==> src/rtl/beep_player.sv <==
// Note sequencer for the buzzer path: plays (period, length) notes via a loop timer.
// Optional runtime duty select enabled by defining BEEP_PLAYER_VOLUME_EN.
module beep_player #(
    parameter int unsigned TICK_DIV   = 50000,
    parameter int unsigned GAP_TICKS  = 20,
    parameter int unsigned DUTY_SHIFT = 1
) (
    input  logic        clk,
    input  logic        rst,
    input  logic        note_valid,
    output logic        note_ready,
    input  logic [31:0] note_period,
    input  logic [15:0] note_len,
    input  logic        note_last,
`ifdef BEEP_PLAYER_VOLUME_EN
    input  logic [1:0]  duty_sel,
`endif
    output logic [31:0] tmr_cnt_default,
    output logic        tmr_mode,
    output logic        tmr_ena,
    input  logic [31:0] tmr_cnt_now,
    input  logic        tmr_flag,
    output logic        beep,
    output logic        busy,
    output logic        done
);

    localparam int unsigned PW = (TICK_DIV > 1) ? $clog2(TICK_DIV) : 1;
    localparam logic [PW-1:0] LAST_PRE = PW'(TICK_DIV - 1);
    localparam logic [15:0] GAP_T = 16'(GAP_TICKS);

    typedef enum logic [1:0] {
        IDLE = 2'd0,
        PLAY = 2'd1,
        GAP  = 2'd2
    } state_t;

    state_t        state;
    logic [PW-1:0] pre;
    logic [15:0]   ticks;
    logic [31:0]   per;
    logic [15:0]   len;
    logic          last;
    logic [31:0]   thr;
    logic          beep_on;
    logic          unused_flag;

    // The timer wrap flag carries no sequencing information here.
    assign unused_flag = tmr_flag;

`ifdef BEEP_PLAYER_VOLUME_EN
    logic [1:0] duty_q;

    // High-time threshold from the per-note duty selection.
    always_comb begin
        thr = per >> ({1'b0, duty_q} + 3'd1);
        beep_on = (per >= 32'd2) && (tmr_cnt_now < thr);
    end
`else
    // High-time threshold from the fixed duty shift.
    always_comb begin
        thr = per >> DUTY_SHIFT;
        beep_on = (per >= 32'd2) && (tmr_cnt_now < thr);
    end
`endif

    // Note FSM with tick prescaler and all registered outputs.
    always_ff @(posedge clk) begin
        if (rst) begin
            state           <= IDLE;
            note_ready      <= 1'b0;
            tmr_cnt_default <= 32'd0;
            tmr_mode        <= 1'b1;
            tmr_ena         <= 1'b1;
            beep            <= 1'b0;
            busy            <= 1'b0;
            done            <= 1'b0;
            pre             <= '0;
            ticks           <= 16'd0;
            per             <= 32'd0;
            len             <= 16'd0;
            last            <= 1'b0;
`ifdef BEEP_PLAYER_VOLUME_EN
            duty_q          <= 2'd0;
`endif
        end else begin
            tmr_mode <= 1'b1;
            done     <= 1'b0;
            beep     <= (state == PLAY) && beep_on;
            unique case (state)
                IDLE: begin
                    note_ready <= 1'b1;
                    if (note_valid && note_ready) begin
                        per   <= note_period;
                        len   <= note_len;
                        last  <= note_last;
                        pre   <= '0;
                        ticks <= 16'd0;
`ifdef BEEP_PLAYER_VOLUME_EN
                        duty_q <= duty_sel;
`endif
                        if (note_len != 16'd0) begin
                            state           <= PLAY;
                            note_ready      <= 1'b0;
                            busy            <= 1'b1;
                            tmr_ena         <= 1'b0;
                            tmr_cnt_default <= note_period;
                        end else if (GAP_T != 16'd0) begin
                            state      <= GAP;
                            note_ready <= 1'b0;
                            busy       <= 1'b1;
                        end else begin
                            done <= note_last;
                        end
                    end
                end
                PLAY: begin
                    if (pre == LAST_PRE) begin
                        pre <= '0;
                        if (ticks + 16'd1 == len) begin
                            ticks   <= 16'd0;
                            tmr_ena <= 1'b1;
                            if (GAP_T != 16'd0) begin
                                state <= GAP;
                            end else begin
                                state      <= IDLE;
                                busy       <= 1'b0;
                                done       <= last;
                                note_ready <= 1'b1;
                            end
                        end else begin
                            ticks <= ticks + 16'd1;
                        end
                    end else begin
                        pre <= pre + 1'b1;
                    end
                end
                GAP: begin
                    if (pre == LAST_PRE) begin
                        pre <= '0;
                        if (ticks + 16'd1 == GAP_T) begin
                            ticks      <= 16'd0;
                            state      <= IDLE;
                            busy       <= 1'b0;
                            done       <= last;
                            note_ready <= 1'b1;
                        end else begin
                            ticks <= ticks + 16'd1;
                        end
                    end else begin
                        pre <= pre + 1'b1;
                    end
                end
                default: begin
                    state <= IDLE;
                end
            endcase
        end
    end

endmodule

==> config.mk <==
export PLATFORM = sky130hd
export DESIGN_NAME = beep_player
export DESIGN_NICKNAME = d
export VERILOG_FILES = /design/src/rtl/beep_player.sv
export SDC_FILE = /design/constraint.sdc
export NUM_CORES = 1
export LEC_CHECK = 0
export BUFFER_PORTS_ARGS = -buffer_cell sky130_fd_sc_hd__buf_2
export CAP_MARGIN = 30
export CORE_UTILIZATION = 30
export CTS_CLUSTER_SIZE = 25
export DETAILED_ROUTE_END_ITERATION = 6
export PLACE_DENSITY = 0.51
export SETUP_SLACK_MARGIN = 0.4
export SLEW_MARGIN = 30
export SYNTH_ARGS = -nofsm -noshare
export SYNTH_HDL_FRONTEND = slang
export SYNTH_SLANG_ARGS = --single-unit
==> constraint.sdc <==
create_clock -name clk -period 6 [get_ports clk]
set_input_delay 1.5 -clock clk [delete_from_list [all_inputs] [get_ports clk]]
set_output_delay 1.5 -clock clk [all_outputs]
set_load 0.005 [all_outputs]
==> summary.md <==
| Metric | Value |
|---|---|
| Leakage power | `3.06 nW` |
| Clock buffer depth | `2` |
| Max Cap Violations | `0` |
| Root Driver | `clkbuf_16` |
| Drt pass-1 iters | `5` |
| Largest net degree at the start of global routing | `76` |
| Final setup fails | `0` |
| Global-route wire length before repair | `28100 um` |
| Ys async rst share | `0` |
| Cell mode on critical path | `a21o_1` |
| Critical path, cell by cell | `ha_1 -> nand3_2 -> nor4_4 -> xnor2_1 -> o211ai_1 -> or4_1 -> nand2_1 -> a21o_1 -> o21ai_0 -> a21o_1` |
| Dpl cell area | `0.00697 mm^2` |
| CP bufs+invs | `0` |
| Grt total ovfl | `0` |
| Tightest Hold Check Type | `flip-flop to flip-flop` |
| Setup bufs post-CTS | `0` |
| Worst skew pair latency | `about 0.42 ns` |
| Run status | `finished, final reports clean` |
| Post-synth top area share | `0.386` |
| Die X | `145 um` |
| GPL Wtd Cong | `0.848` |
| Yosys warns | `0` |
| Total global-route track usage | `0.168` |
| FF+latch count, synth | `119` |
| Max-slew violation count | `0` |
| Post-route setup slack | `2.38 ns` |
| Sequential fraction of the synthesis area | `0.386` |
| Critical path class | `flip-flop to flip-flop` |
| Post-route DRC | `0` |
| Synth-to-Final Area Change | `22.4%` |
| Rel. slew slack | `0.423` |
| DRT iter0 DRCs | `246` |
| Ant diodes | `0` |
| Worst setup EP type | `flip-flop` |
| Fin Hold WS | `approximately 0.45 ns` |
| Largest area contributor in the netlist | `dfxtp_1` |
| Fin area | `roughly 0.0076 mm^2` |
| Worst EP required | `6.31 ns` |
| Power density cells | `about 350 mW/mm^2` |
| Placement Setup Slack | `about 2.4 ns` |
| RSZ-0062 raised after global routing | `no` |
| # resized after CTS | `0` |
| Crit path largest cell delay | `between 0.6 and 0.7 ns` |
| Crit-path max FO | `20` |
| Worst IR Drop VDD | `0.196 mV` |
| Clock sink count | `119` |
| Top delay family on crit path | `simple AND/OR/NAND/NOR gates` |
| Initial Util | `0.305` |
| Post-synth EDFFs | `0` |
| Syn avg cell area | `7.59 um^2` |
| Top cells by area, synth | `dfxtp_1 39%, nand2_1 12%, a21oi_1 9.5%, ha_1 7.1%, inv_1 2.7%` |
| Clock transition at the registers of the reported paths | `0.05 ns` |
| Layout cells sized above 1 | `0.183` |
| CTS tree | `done` |
| Total CTS buffers | `17` |
| Rows | `52` |
| I/O pin count | `123` |
| Final HPWL DP | `12400 um` |
| Post-synthesis cell type count | `60` |
| Fin Clk Skew | `0.0136 ns` |
| Routed wire per std cell | `14.4 um` |
| Post-CTS Hold Fix Bufs | `0` |
| Routed vias/inst | `4.79` |
| Count leader, synth | `nand2_1` |
| Mapped Cells | `814` |
| Total die area | `0.0212 mm^2` |
| Top_reg_cell synth | `dfxtp_1` |
| Fillers | `2155` |
| Synth top cells by count | `193 x nand2_1, 119 x dfxtp_1, 117 x a21oi_1, 44 x inv_1, 42 x nor2_1` |
| Drt total wl | `roughly 17000 um` |
| Crit path time final | `3.62 ns` |
| Core box area | `0.0202 mm^2` |
| Max Freq | `0.276 GHz` |
| Cell at the slowest stage of the critical path | `or4_1` |
| H-tree depth | `4` |
| Die height | `between 100 and 150 um` |
| Vias | `5726` |
| Final Cycle Share | `0.604` |
| Setup_tns | `0 ns` |
| Fin nets | `1032` |
| Critical Path Start Type | `flip-flop` |
| Antenna violations before repair | `0` |
| Final hold vios | `0` |
| Worst Path Arrival | `3.93 ns` |
| Cell Area, Synth | `0.00618 mm^2` |
| Worst Tran Pin Value | `between 0.8 and 0.9 ns` |
| Syn Nets | `934` |
| Total power | `2.67 mW` |
| DRT antenna net count | `0` |
| Number of global-route vias before repair | `5445` |
| I/O Buffers | `120` |
[worst min-delay path: stages, from the launching register on]
cell     delay (ns)
dfxtp_1        0.30
nand2_1        0.05
a21oi_1        0.05
[report_power, final]
group / leakage, nW / internal [mW] / switching, mW / total, mW
Clock: 0.276 / 0.651 / 0.373 / 1.02
Combinational: 1.81 / 0.247 / 0.446 / 0.693
Sequential: 0.965 / 0.883 / 0.0649 / 0.948
Total: 3.06 / 1.78 / 0.884 / 2.67
[through the flow]
| step | utilization | instances |
|---|---|---|
| after floorplan | - | 814 |
| after global placement | 0.344 | 1163 |
| after detailed placement | 0.344 | 1163 |
| after CTS | 0.374 | 1195 |
| after global routing | 0.374 | 1195 |
| final | 0.374 | 1195 |
[metal layers]
metal | track usage | up-vias | part of all wire
li1 | - | 3004 | -
met1 | 0.227 | 2625 | 0.50
met2 | 0.266 | 86 | 0.46
met3 | 0.0370 | 11 | 0.034
met4 | 0.0511 | 0 | 0.0075
met5 | 0 | - | 0
[cell families after synthesis]
logic type      Yosys count  synth area share
simple gates            348             0.268
compound gates          195             0.180
flops                   119             0.386
buf+inv                  91            0.0591
fa+ha+maj                35            0.0709
xor+xnor                 24            0.0340
other cells               1          0.000607
mux                       1           0.00162
[cell type report]
| cell class | count | area [um^2] | area share |
|---|---|---|---|
| repair buffers | 126 | 648 | 0.0857 |
| inverters | 44 | 165 | 0.0219 |
| clock inverters | 12 | 153 | 0.0202 |
| flip-flops and latches | 119 | 2380 | 0.315 |
| multi-input cells | 604 | 3440 | 0.455 |
| clock buffers | 20 | 437 | 0.0578 |
| well taps | 270 | 338 | 0.0447 |
[path summary, 6_finish.rpt]
check | start | endpoint | slack (ns) | depth (start not counted)
setup / recovery | ticks[0]$_SDFFE_PP0P_ | ticks[2]$_SDFFE_PP0P_ | 2.38 | 10
hold / removal | last$_SDFFE_PP0P_ | last$_SDFFE_PP0P_ | 0.45 | 2
setup reg to reg | ticks[0]$_SDFFE_PP0P_ | ticks[2]$_SDFFE_PP0P_ | 2.38 | 10
hold reg to reg | last$_SDFFE_PP0P_ | last$_SDFFE_PP0P_ | 0.45 | 2
[cell usage in the layout (no fill, tap or decap), types with 6 or more instances in the layout]
| cell | Yosys | final |
|---|---|---|
| nor2_1 | 42 | 42 |
| nand4_1 | 13 | 13 |
| clkbuf_16 | 0 | 17 |
| ha_1 | 35 | 35 |
| inv_1 | 44 | 44 |
| a21oi_1 | 117 | 117 |
| xor2_1 | 7 | 7 |
| xnor2_1 | 17 | 17 |
| nand2_1 | 193 | 193 |
| nor4_1 | 15 | 15 |
| nor3b_1 | 6 | 6 |
| nand3_1 | 16 | 15 |
| dfxtp_1 | 119 | 119 |
| and3_1 | 19 | 18 |
| buf_2 | 7 | 119 |
| o21ai_0 | 31 | 31 |
| a21o_1 | 15 | 15 |
| nor3_1 | 14 | 14 |
| buf_4 | 2 | 7 |
[state kept, by name (all words and copies together) (netlist names)]
name,flops
per,31
last,1
pre,16
tmr_cnt_default,32
len,16
tmr_ena,1
state,2
done,1
busy,1
beep,1
note_ready,1
ticks,16
No activity file was read; power rests on OpenSTA's default activity.
